### src/rtl/divider_pkg.sv
// Shared types and constants for the serial signed divider.
package divider_pkg;

  typedef enum logic [1:0] {
    IDLE,
    CALC,
    FIX
  } div_state_e;

  localparam int DIV_W     = 32;
  localparam int DIV_CNT_W = $clog2(DIV_W) + 1;

endpackage

### src/rtl/div_sub_stage.sv
// Trial subtract for the restoring divider: WIDTH+1-bit difference plus a non-negative flag.
module div_sub_stage #(
  parameter int W = 32
) (
  input  logic [W:0] minuend,
  input  logic [W:0] subtrahend,
  output logic [W:0] diff,
  output logic       nonneg
);

  assign diff   = minuend - subtrahend;
  assign nonneg = ~diff[W];

endmodule

### src/rtl/signed_divider.sv
// Serial radix-2 restoring signed divider, one quotient bit per clock, sign-magnitude.
// Optional: define SIGNED_DIVIDER_EARLY_DBZ_EN to skip the iterations for a zero divisor.
//
// state | meaning
// IDLE  | waiting for start, last result held on q/r/dbz
// CALC  | WIDTH shift/subtract iterations
// FIX   | apply signs or divide-by-zero forcing, pulse done
module signed_divider
  import divider_pkg::*;
#(
  parameter int WIDTH = DIV_W
) (
  input  logic             clk,
  input  logic             rst_n,
  input  logic             start,
  input  logic [WIDTH-1:0] a,
  input  logic [WIDTH-1:0] b,
  output logic [WIDTH-1:0] q,
  output logic [WIDTH-1:0] r,
  output logic             busy,
  output logic             done,
  output logic             dbz
);

  localparam int CNT_W = $clog2(WIDTH) + 1;
  localparam logic [CNT_W-1:0] LAST_CNT = CNT_W'(WIDTH - 1);

  div_state_e       state;
  logic [WIDTH-1:0] dvd;
  logic [WIDTH-1:0] divisor;
  // The remainder stays below |divisor| <= 2^(WIDTH-1), so WIDTH bits of storage
  // suffice; the subtractor itself carries the extra sign bit.
  logic [WIDTH-1:0] rem;
  logic [CNT_W-1:0] cnt;
  logic [WIDTH-1:0] a_lat;
  logic             sign_q;
  logic             sign_r;
  logic             zero;

  logic [WIDTH:0]   shifted;
  logic [WIDTH:0]   trial;
  logic             nonneg;

  function automatic logic [WIDTH-1:0] mag(input logic [WIDTH-1:0] v);
    return v[WIDTH-1] ? -v : v;
  endfunction

  assign shifted = {rem, dvd[WIDTH-1]};

  div_sub_stage #(.W(WIDTH)) u_sub (
    .minuend   (shifted),
    .subtrahend({1'b0, divisor}),
    .diff      (trial),
    .nonneg    (nonneg)
  );

  always_ff @(posedge clk or negedge rst_n) begin
    if (!rst_n) begin
      state   <= IDLE;
      dvd     <= '0;
      divisor <= '0;
      rem     <= '0;
      cnt     <= '0;
      a_lat   <= '0;
      sign_q  <= 1'b0;
      sign_r  <= 1'b0;
      zero    <= 1'b0;
      q       <= '0;
      r       <= '0;
      busy    <= 1'b0;
      done    <= 1'b0;
      dbz     <= 1'b0;
    end else begin
      done <= 1'b0;
      case (state)
        IDLE: begin
          if (start) begin
            dvd     <= mag(a);
            divisor <= mag(b);
            a_lat   <= a;
            sign_q  <= a[WIDTH-1] ^ b[WIDTH-1];
            sign_r  <= a[WIDTH-1];
            zero    <= (b == '0);
            rem     <= '0;
            cnt     <= '0;
            busy    <= 1'b1;
`ifdef SIGNED_DIVIDER_EARLY_DBZ_EN
            state   <= (b == '0) ? FIX : CALC;
`else
            state   <= CALC;
`endif
          end
        end
        CALC: begin
          rem <= nonneg ? trial[WIDTH-1:0] : shifted[WIDTH-1:0];
          dvd <= {dvd[WIDTH-2:0], nonneg};
          cnt <= cnt + CNT_W'(1);
          if (cnt == LAST_CNT) state <= FIX;
        end
        FIX: begin
          if (zero) begin
            q   <= '1;
            r   <= a_lat;
            dbz <= 1'b1;
          end else begin
            q   <= sign_q ? -dvd : dvd;
            r   <= sign_r ? -rem : rem;
            dbz <= 1'b0;
          end
          done  <= 1'b1;
          busy  <= 1'b0;
          state <= IDLE;
        end
        default: state <= IDLE;
      endcase
    end
  end

endmodule

### config.mk
export PLATFORM = sky130hd
export DESIGN_NAME = signed_divider
export DESIGN_NICKNAME = d
export VERILOG_FILES = /design/src/rtl/divider_pkg.sv /design/src/rtl/div_sub_stage.sv /design/src/rtl/signed_divider.sv
export SDC_FILE = /design/constraint.sdc
export NUM_CORES = 1
export LEC_CHECK = 0
export ABC_AREA = 1
export CAP_MARGIN = 20
export CORE_ASPECT_RATIO = 0.9
export CORE_MARGIN = 3
export CORE_UTILIZATION = 35
export DETAILED_ROUTE_END_ITERATION = 6
export SLEW_MARGIN = 20
export SYNTH_ARGS = -nofsm -noshare
export SYNTH_HDL_FRONTEND = slang
export SYNTH_SLANG_ARGS = --single-unit
### constraint.sdc
create_clock -name clk -period 2.7 [get_ports clk]
set_input_delay 0.27 -clock clk [delete_from_list [all_inputs] [get_ports clk]]
set_output_delay 0.27 -clock clk [all_outputs]
set_load 0.01 [all_outputs]
==> results_dict.tcl <==
set metrics [dict create \
    outcome "finished clean" \
    timing_worst_slew_pin_value_ns 0.649 \
    rsz0062_at_grt "true" \
    synth_top_area_share_pct 35.7 \
    crit_path_start_kind "register" \
    grt_util_all_layers_pct 22.8 \
    hold_path_class "primary input to asynchronous set/reset pin" \
    fillers 4165 \
    htreeDepth 1 \
    clkTransAtPathRegs_ns 0.06 \
    drive_above_1_share_pct 6.51 \
    setup_ws_ns 0.205 \
    total_power_mw 23.6 \
    cts_buffer_depth 3 \
    drt_iter0_markers 1407 \
    layout.nets 2389 \
    postLayoutCellArea_um2 17500 \
    fmax_mhz 401 \
    dp_slack_ns 0.153 \
    avgSynthCellArea_um2 6.70 \
    hold_viol 0 \
    std_cell_rows 69 \
    netlist-cell-type-count 50 \
    wl_per_cell_um 17.5 \
    dieArea_um2 43500 \
    maxCapViolations 0 \
    ys_top_cells_by_area "dfrtp_1 (36%), nand2_1 (17%), inv_1 (8.1%)" \
    finalSetupViolations 0 \
    synth_ff_type "dfrtp_1" \
    arrival_ns 2.92 \
    clock-sinks 205 \
    ys_ff_latch 205 \
    syn_nets 2249 \
    yosysWarnings 0 \
    gp_congestion 0.948 \
    fin_setup_tns_ns 0 \
    grt_pass1_wl_mm 78.5 \
    skew_ns 0.0172 \
    min_period_over_period_pct 92.4 \
    syn-cell-area_um2 14400 \
    final_max_slew_viol_count 0 \
    period_needed_ns 2.49 \
    chipWidth_um 220 \
    holdWs_ns 0.243 \
    slew-limit-headroom_pct 56.7 \
    cp.required_ns 3.13 \
    grt_max_degree 90 \
    final_common_cell "nand2_1" \
    post_dp_cell_area_um2 16500 \
    viasPerCell 5.14 \
    numPortBuffers 133 \
    worst-path-max-fanout 17 \
    drt_first_pass_iters 5 \
    postSynth.asyncResetShare_pct 100 \
    synth_edf_count 0 \
    cts_root_buf "clkbuf_16" \
    critPathCaptureType "register" \
    core_um2 40000 \
    diodes 0 \
    die_y_um 198 \
    seq_area_frac_synth_pct 35.7 \
    vdd_drop_max_mv 0.508 \
    grt_pass1_vias 14019 \
    grt_antenna_before_repair 0 \
    final_antenna_net_count 0 \
    power_leakage_nw 8.78 \
    vias 14572 \
    synth_top_area_cell "dfrtp_1" \
    wl_mm 49.7 \
    power_per_cell_area_nw_per_um2 1350 \
    cts_tree "yes" \
    insertion_delay_ns 0.54 \
    dpl.hpwl_mm 38.9 \
    area_delta_synth_final_pct 21.6 \
    drc 0 \
    final_cell_mix "nand2_1 (638), inv_1 (308), nand3_1 (222)" \
    grt_remaining_overflow 0 \
    start_util_pct 36.0 \
    cts_made_buffers 26 \
    synthCells 2144 \
    crit_type "register to register" \
    io_pins 134 \
]
==> stage by stage <==
step | cells | utilization (%)
3_3_place_gp | 2783 | 41.2
3_5_place_dp | 2783 | 41.2
4_1_cts | 2832 | 43.5
5_1_grt | 2836 | 43.7
2_1_floorplan | 2144 | -
6_report | 2836 | 43.7
==> kinds of logic after synthesis <==
logic type                 after synthesis  share of synthesized area (%)
and+or+nand+nor                       1168                           34.9
buffers and inverters                  385                           10.3
AOI/OAI and AO/OA                      282                           11.8
DFF                                    205                           35.7
xor gates and xnor gates                66                           4.02
adders and majority gates               38                           3.36
==> registers in the layout, indices dropped and copies added (netlist names), 2 cells and up <==
signal / count
a_lat: 32
divisor: 32
cnt: 6
r: 32
rem: 32
dvd: 32
q: 32
state: 2
==> cells in the mapped netlist (all sizes together) (24+ instances only) <==
| cell | number |
|---|---|
| a21oi | 43 |
| a22oi | 25 |
| clkbuf | 51 |
| dfrtp | 205 |
| ha | 37 |
| inv | 316 |
| nand2 | 655 |
| nand3 | 226 |
| nand4 | 27 |
| nor2 | 197 |
| nor3 | 24 |
| o21ai | 133 |
| xor2 | 52 |
==> power breakdown <==
| group | switching (mW) | internal [mW] |
|---|---|---|
| registers | 1.34 | 4.54 |
| logic | 8.86 | 5.13 |
| clock network | 1.44 | 2.27 |
| total | 11.6 | 11.9 |
==> final timing paths <==
check,slack [ns],endpoint,from,depth (start not counted)
max,0.21,rem[22],dvd[31],17
max in group asynchronous,1.57,divisor[5],rst_n,3
max reg2reg,0.21,rem[22],dvd[31],17
min reg2reg,0.44,state[1],cnt[5],1
min in group clk,0.38,divisor[1],b[1],3
min,0.24,dvd[15],rst_n,2
==> critical path: stages (launching register included) <==
cell,delay [ns]
dfrtp_1,0.35
inv_1,0.07
ha_1,0.24
fa_1,0.40
inv_1,0.09
nand2_1,0.07
nand2_1,0.10
nand3_1,0.09
nand2_2,0.11
nand2_2,0.06
nand2_2,0.09
nand2_4,0.08
nand2_4,0.11
nand2_4,0.14
nand2_8,0.16
nand2_1,0.08
nand3_1,0.07
nand2_1,0.05
==> metal layers <==
metal	vias to the layer above	track usage, %	routed length (µm)
li1	7199	-	-
met1	6841	35.1	24500
met2	461	33.0	20300
met3	71	3.59	3610
met4	0	6.06	1280
met5	-	0	0
==> area by class of cell <==
| class | instances | area, µm² | share of cell area [%] |
|---|---|---|---|
| multi-input combinational | 1555 | 7840 | 44.8 |
| sequential | 205 | 5130 | 29.3 |
| timing repair buffer | 180 | 1740 | 9.98 |
| inverter | 316 | 1190 | 6.78 |
| clock buffer | 33 | 758 | 4.34 |
| tap | 532 | 666 | 3.81 |
| clock inverter | 15 | 163 | 0.930 |
==> timing repair <==
item,in CTS,in global routing
resized for setup,0,7
hold buffers,1,0
buffers inserted,0,3
hold endpoints to repair,42,0
endpoints found under the setup margin,0,33
Power figures use the tool's default switching activity.
